===== src/rtl/instruction_fetch_unit_if.sv =====
// rtl/instruction_fetch_unit_if.sv - fetch-stage bus: imem read port, redirect input, IF/ID handshake
interface instruction_fetch_unit_if;
    logic [31:0] imem_pc;
    logic [31:0] imem_instr;
    logic        redirect_valid;
    logic [31:0] redirect_target;
    logic        id_ready;
    logic        if_valid;
    logic [31:0] if_pc;
    logic [31:0] if_pc_plus4;
    logic [31:0] if_instr;
    logic        if_fault;

    modport master (
        output imem_pc, if_valid, if_pc, if_pc_plus4, if_instr, if_fault,
        input  imem_instr, redirect_valid, redirect_target, id_ready
    );

    modport slave (
        input  imem_pc, if_valid, if_pc, if_pc_plus4, if_instr, if_fault,
        output imem_instr, redirect_valid, redirect_target, id_ready
    );
endinterface


===== src/rtl/instruction_fetch_unit.sv =====
// rtl/instruction_fetch_unit.sv - RV32I fetch stage: PC, IF/ID register, redirect flush, fetch faults
module instruction_fetch_unit #(
    parameter logic [31:0] RESET_PC  = 32'h0000_0000,
    parameter int unsigned MEM_SIZE  = 1024,
    parameter logic [31:0] NOP_INSTR = 32'h0000_0013
) (
    input  logic                         clk,
    input  logic                         rst_n,
    instruction_fetch_unit_if.master     bus
);

    typedef enum logic [0:0] {
        ST_RUN   = 1'b0,
        ST_FAULT = 1'b1
    } state_t;

    localparam logic [31:0] MEM_LIMIT = 32'(MEM_SIZE);

    state_t      state_q, state_d;
    logic [31:0] pc_q, pc_d;
    logic        valid_q, valid_d;
    logic [31:0] if_pc_q, if_pc_d;
    logic [31:0] if_pc4_q, if_pc4_d;
    logic [31:0] instr_q, instr_d;
    logic        fault_q, fault_d;

    logic        advance;
    logic        fault_now;
    logic [31:0] pc_plus4;

    assign pc_plus4  = pc_q + 32'd4;
    assign fault_now = (pc_q[1:0] != 2'b00) || (pc_q >= MEM_LIMIT);
    assign advance   = (!valid_q || bus.id_ready) && (state_q == ST_RUN);

    always_comb begin
        state_d  = state_q;
        pc_d     = pc_q;
        valid_d  = valid_q;
        if_pc_d  = if_pc_q;
        if_pc4_d = if_pc4_q;
        instr_d  = instr_q;
        fault_d  = fault_q;

        if (bus.redirect_valid) begin
            // Redirect flushes the IF/ID entry even if decode is stalled.
            pc_d    = bus.redirect_target;
            valid_d = 1'b0;
            fault_d = 1'b0;
            state_d = ST_RUN;
        end else if (advance) begin
            if_pc_d  = pc_q;
            if_pc4_d = pc_plus4;
            valid_d  = 1'b1;
            if (fault_now) begin
                instr_d = NOP_INSTR;
                fault_d = 1'b1;
                state_d = ST_FAULT;
            end else begin
                instr_d = bus.imem_instr;
                fault_d = 1'b0;
                pc_d    = pc_plus4;
            end
        end else if (state_q == ST_FAULT && valid_q && bus.id_ready) begin
            valid_d = 1'b0;
        end
    end

    always_ff @(posedge clk) begin
        if (!rst_n) begin
            state_q  <= ST_RUN;
            pc_q     <= RESET_PC;
            valid_q  <= 1'b0;
            if_pc_q  <= 32'h0;
            if_pc4_q <= 32'h0;
            instr_q  <= NOP_INSTR;
            fault_q  <= 1'b0;
        end else begin
            state_q  <= state_d;
            pc_q     <= pc_d;
            valid_q  <= valid_d;
            if_pc_q  <= if_pc_d;
            if_pc4_q <= if_pc4_d;
            instr_q  <= instr_d;
            fault_q  <= fault_d;
        end
    end

    assign bus.imem_pc     = pc_q;
    assign bus.if_valid    = valid_q;
    assign bus.if_pc       = if_pc_q;
    assign bus.if_pc_plus4 = if_pc4_q;
    assign bus.if_instr    = instr_q;
    assign bus.if_fault    = fault_q;

endmodule


===== src/flat_wrapper.sv =====
// flat-port wrapper written by rule: the top's interface ports become plain ports
module instruction_fetch_unit_flat 
#(
    parameter logic [31:0] RESET_PC  = 32'h0000_0000,
    parameter int unsigned MEM_SIZE  = 1024,
    parameter logic [31:0] NOP_INSTR = 32'h0000_0013
)
  (clk, rst_n, bus_imem_pc, bus_if_valid, bus_if_pc, bus_if_pc_plus4, bus_if_instr, bus_if_fault, bus_imem_instr, bus_redirect_valid, bus_redirect_target, bus_id_ready);
  instruction_fetch_unit_if bus_i ();
  input  logic clk;
  input  logic rst_n;
  output wire logic [$bits(bus_i.imem_pc)-1:0] bus_imem_pc;
  output wire logic [$bits(bus_i.if_valid)-1:0] bus_if_valid;
  output wire logic [$bits(bus_i.if_pc)-1:0] bus_if_pc;
  output wire logic [$bits(bus_i.if_pc_plus4)-1:0] bus_if_pc_plus4;
  output wire logic [$bits(bus_i.if_instr)-1:0] bus_if_instr;
  output wire logic [$bits(bus_i.if_fault)-1:0] bus_if_fault;
  input wire logic [$bits(bus_i.imem_instr)-1:0] bus_imem_instr;
  input wire logic [$bits(bus_i.redirect_valid)-1:0] bus_redirect_valid;
  input wire logic [$bits(bus_i.redirect_target)-1:0] bus_redirect_target;
  input wire logic [$bits(bus_i.id_ready)-1:0] bus_id_ready;
  assign bus_imem_pc = bus_i.imem_pc;
  assign bus_if_valid = bus_i.if_valid;
  assign bus_if_pc = bus_i.if_pc;
  assign bus_if_pc_plus4 = bus_i.if_pc_plus4;
  assign bus_if_instr = bus_i.if_instr;
  assign bus_if_fault = bus_i.if_fault;
  assign bus_i.imem_instr = bus_imem_instr;
  assign bus_i.redirect_valid = bus_redirect_valid;
  assign bus_i.redirect_target = bus_redirect_target;
  assign bus_i.id_ready = bus_id_ready;
  instruction_fetch_unit #(.RESET_PC(RESET_PC), .MEM_SIZE(MEM_SIZE), .NOP_INSTR(NOP_INSTR)) u_core (.clk(clk), .rst_n(rst_n), .bus(bus_i));
endmodule

===== config.mk =====
export PLATFORM = sky130hd
export DESIGN_NAME = instruction_fetch_unit_flat
export DESIGN_NICKNAME = d
export VERILOG_FILES = /design/src/rtl/instruction_fetch_unit_if.sv /design/src/rtl/instruction_fetch_unit.sv /design/src/flat_wrapper.sv
export SDC_FILE = /design/constraint.sdc
export NUM_CORES = 1
export LEC_CHECK = 0
export ABC_AREA = 1
export CAP_MARGIN = 20
export CORE_ASPECT_RATIO = 1.75
export CORE_UTILIZATION = 46
export CTS_CLUSTER_SIZE = 40
export DETAILED_ROUTE_END_ITERATION = 8
export GPL_TIMING_DRIVEN = 0
export PLACE_DENSITY = 0.81
export SYNTH_ARGS = -nofsm -noshare
export SYNTH_HDL_FRONTEND = slang
export SYNTH_SLANG_ARGS = --single-unit
export TNS_END_PERCENT = 5

===== constraint.sdc =====
create_clock -name clk -period 1.7 [get_ports clk]
set_input_delay 0.17 -clock clk [delete_from_list [all_inputs] [get_ports clk]]
set_output_delay 0.17 -clock clk [all_outputs]
set_load 0.005 [all_outputs]

Word-level counts from Yosys, hierarchy flattened
Cells that the tools add are included.
{"block": "word_totals", "reg_bits": 131, "in_bits": 68, "output_inout_bits": 130}
{"block": "classes", "n_addsub": 1, "n_lt_le_gt_ge": 1, "n_eq_ne": 1, "mux": 7, "bitwise_logic": 3, "reduce_logical": 13}
{"operator": "2-to-1 mux 32 bit", "n": 4}
{"operator": "adder 32 x 3 -> 32 bit (second input constant)", "n": 1}
{"operator": "greater-or-equal comparator 32 x 11 -> 1 bit (second input constant)", "n": 1}
{"operator": "AND reduction 2 bit", "n": 3}
{"operator": "nonzero test 2 bit", "n": 3}
{"operator": "logical AND 1 bit", "n": 3}
{"operator": "2-to-1 mux 1 bit", "n": 3}
{"operator": "inverter 1 bit", "n": 3}
{"operator": "logical OR 1 bit", "n": 2}
{"operator": "inequality test 2 bit (second input constant)", "n": 1}
{"operator": "OR reduction 2 bit", "n": 1}
{"operator": "logical NOT 1 bit", "n": 1}

Logic depth before layout (Yosys ltp)
{"block": "depth", "ltp_word": 5, "depth_mapped": 10}

Least setup slack after synthesis
OpenSTA, ideal clock, no wires.
{"block": "synth_path", "kind": "reg-to-reg", "startpoint": "register u_core.pc_q[3], in the netlist u_core.bus.imem_pc[3]", "endpoint": "register u_core.if_pc4_q[20], in the netlist u_core.bus.if_pc_plus4[20]", "setup_time_ns": 0.109, "t_arrival_ns": 1.413, "required_ns": 1.591, "setup_slack_ns": 0.179, "stages_incl_launch_ff": 11, "path_buffers": 0, "cell_sequence": "dfxtp_1 > ha_1 > nand2_1 > nor2_1 > nand2_1 > nor2_1 > nand3_1 > nand2_1 > nand3_1 > nand2_1 > inv_1"}
{"block": "synth_between", "elab_chain_len": 1}
{"element": "from (decl)", "line": "instruction_fetch_unit.sv:20", "source": "logic [31:0] pc_q, pc_d;"}
{"element": "from (signal assigned)", "line": "instruction_fetch_unit.sv:79", "source": "pc_q <= pc_d;"}
{"element": "adder 32 x 3 -> 32 bit", "line": "instruction_fetch_unit.sv:31", "source": "assign pc_plus4 = pc_q + 32'd4;"}
{"element": "to (signal assigned)", "line": "instruction_fetch_unit.sv:82", "source": "if_pc4_q <= if_pc4_d;"}
{"element": "to (decl)", "line": "instruction_fetch_unit.sv:23", "source": "logic [31:0] if_pc4_q, if_pc4_d;"}
Every way passes these cells.
A chain may end at the register's enable or synchronous reset.

Worst setup path after layout
{"block": "layout_path", "startpoint": "register u_core.pc_q[27], in the netlist u_core.bus.imem_pc[27]", "endpoint": "output port bus_imem_pc[27]"}
{"element": "to (decl)", "line": "flat_wrapper.sv:12", "source": "output wire logic [$bits(bus_i.imem_pc)-1:0] bus_imem_pc;"}
No word-level cell between the ends.

==> impl_results.md <==
* Gr usage total at 0.326
* Core Rows at 53
* Routed via count at 6,373
* # hold bufs at CTS at 0
* #FFs+latches synth at 129
* Syn_nets at 874
* Overall die area at 0.0130 sq mm
* Mux cell area share after synthesis at 0.00174
* Slowest CP cell: clkdlybuf4s50_1
* Final net count at 1,092
* Ys async rst share at 0
* Max cap viols at 0
* Slew margin rel. at 0.574
* WS Path Type: reg2out
* RD Place Congestion at 0.955
* Reg clk slew, reported paths at 0.06 ns
* Main combinational cell family by area after synthesis: simple AND/OR/NAND/NOR gates
* Die X at 86.6 microns
* Worst path top cell family by delay: buffers and inverters
* Pleak at 3.46 nW
* Crit Path Max Fanout at 8
* Slew @ Worst Pin at 0.639 ns
* Synth top area share at 0.448
* Simple-gate area share of the yosys netlist at 0.306
* Status: finished, final reports clean
* Biggest area consumer among synthesized cells: dfxtp_1
* First-pass GRT wire length at 31,500 microns
* Peak supply drop at 0.000811 V
* Endpoints failing setup at 0
* Root Buffer Master: clkbuf_16
* DP HPWL at 15,100 microns
* Pwr Total at 0.00905 W
* Placed Instances at 1,165
* Initial DRC Count at 381
* Post-Route WL at 20,700 microns
* Final Max Tran Viols at 0
* Max Buffers Root-to-Sink at 2
* Drt wl/cell at 17.3 microns
* Syn Inst Count at 804
* Number of global-route vias before repair at 6,098
* Initial Util at 0.475
* Seq/Total Area, Yosys at 0.448
* Port bufs at 196
* Routed vias/inst at 5.31
* CTS sink count at 129
* Layout cells sized above 1 at 0.124
* # diodes at 0
* Yosys warns at 0
* CP Data Required Time at 1.53 ns
* Post-synth top cells: nand2_1, dfxtp_1, nor2_1, a21oi_1, nand3_1
* DRC at 0
* Syn_area_per_cell at 7.16 sq um
* Worst hold path class: in2reg
* Post-synthesis adder-cell area fraction at 0.00434
* # IOs at 198
* Final hold violation count at 0
* Final Critical Period at 1.66 ns
* CTS H-Tree Depth at 4
* Worst path max stage delay at 0.57 ns
* CTS tree: yes
* CP Capture Type: output pin
* Setup crit start kind: flip-flop
* Primary FF master, synth: dfxtp_1
* RSZ-0062 raised after global routing: yes
* Drt pass-1 iters at 5
* Buf/Inv on CP at 1
* Post-Synth XOR/XNOR Area at 0.00608
* Total grt overflow at 0
* Skew final at 0.00865 ns
* CP arrival at 1.49 ns
* DRT antenna net count at 0
* Period utilization at 0.979
* Die Y-Extent at 150 microns
* Compound-cell area share of the yosys netlist at 0.153
* P&R area growth vs syn at 52.8%
* Post-synth cell types at 33
* Power density cells at 1030 mW/mm^2
* EDFF count, synth at 0
* Initial antenna violation count at 0
* Maximum clock frequency at 601 MHz
* Mapped cell area at 0.00576 sq mm
* Most common cell in the netlist: nand2_1
* Post-Layout Cell Count at 1,200
* Pin count of the biggest net entering global routing at 17
* Clk_lat worst skew at 0.42 ns
* Clock buffer count from CTS at 17
* CP Cell Sequence: clkdlybuf4s50_1
* Core Area at 0.0121 sq mm
* Synth top area cells: dfxtp_1, nand2_1, a21oi_1
-- where the power goes --
part	internal (W)	switching [W]
Combinational	0.000669	0.000625
Sequential	0.00321	0.000167
Clock	0.00295	0.00143
-- sequential cells by signal (all words and copies together), names as in the netlist --
signal	flops
u_core.bus.if_pc	30
u_core.bus.if_valid	1
u_core.state_q	1
u_core.bus.if_fault	1
u_core.bus.imem_pc	32
u_core.bus.if_pc_plus4	32
u_core.bus.if_instr	32
-- per-layer routing --
metal / wire [microns] / track usage
met1: 7020 / 0.315
met2: 10800 / 0.581
met3: 1290 / 0.0673
met4: 1630 / 0.273
met5: 0 / 0
-- cell usage in the layout (no fill, tap or decap), drive strengths merged --
cell and n:
o211ai 8, a21oi 77, nand3 77, nand3b 10
or2 1, ha 2, xnor2 1, bufinv 7
o21bai 3, clkinvlp 1, clkinv 3, o21ai 51
nand4 3, o21a 14, inv 59, nand2 220
clkbuf 46, buf 25, clkdlybuf4s50 196, xor2 3
nor3 3, mux2i 1, a31oi 2, dfxtp 129
nor2 93
-- layout make-up --
class / instances / area [sq um]
Buffer: 47 / 275
Clock buffer: 20 / 447
Clock inverter: 12 / 253
Fill cell: 991 / 3340
Inverter: 58 / 218
Multi-Input combinational cell: 569 / 2790
Sequential cell: 129 / 2620
Tap cell: 165 / 206
Timing Repair Buffer: 200 / 1990
-- per-stage QoR --
stage / cell area [sq um] / setup TNS, ns / hold slack [ns] / setup WS (ns) / util
floorplan: 5760 / 0 / 0.305 / 0.179 / -
global placement: 7930 / -37.44 / 0.429 / -0.604 / 0.653
detailed placement: 7930 / -39.54 / 0.442 / -0.628 / 0.653
CTS: 8690 / -0.0244 / 0.291 / -0.00982 / 0.716
global route: 8800 / -0.0671 / 0.307 / -0.0355 / 0.725
finish: 8800 / 0 / 0.297 / 0.0358 / 0.725
-- worst reg2reg max path: cells and delay by family (launching register included) --
family | cells | cell delay (ns)
flops | 1 | 0.39
buf+inv | 2 | 0.30
compound gates | 1 | 0.13
simple gates | 6 | 0.74
-- timing repair --
action                     4_1_cts  5_1_grt
setup buffers                    0        4
resized for setup               25       44
pin swaps                        1        5
setup endpoints to repair       88      109
-- cells by family (layout without fill, tap and decap cells) --
logic type,after synthesis,in the layout
simple gates,407,407
compound gates,155,155
flops,129,129
buf+inv,106,337
xor+xnor,4,4
fa+ha+maj,2,2
mux,1,1
-- final timing paths --
kind	startpoint	endpoint	slack (ns)	depth (start not counted)
min reg2reg	u_core.state_q	u_core.bus.if_valid	0.45	1
min	bus_redirect_target[24]	u_core.bus.imem_pc[24]	0.30	3
max reg2reg	u_core.bus.imem_pc[28]	u_core.bus.if_instr[30]	0.07	9
max	u_core.bus.imem_pc[27]	bus_imem_pc[27]	0.04	1
No activity file was read; power rests on OpenSTA's default activity.
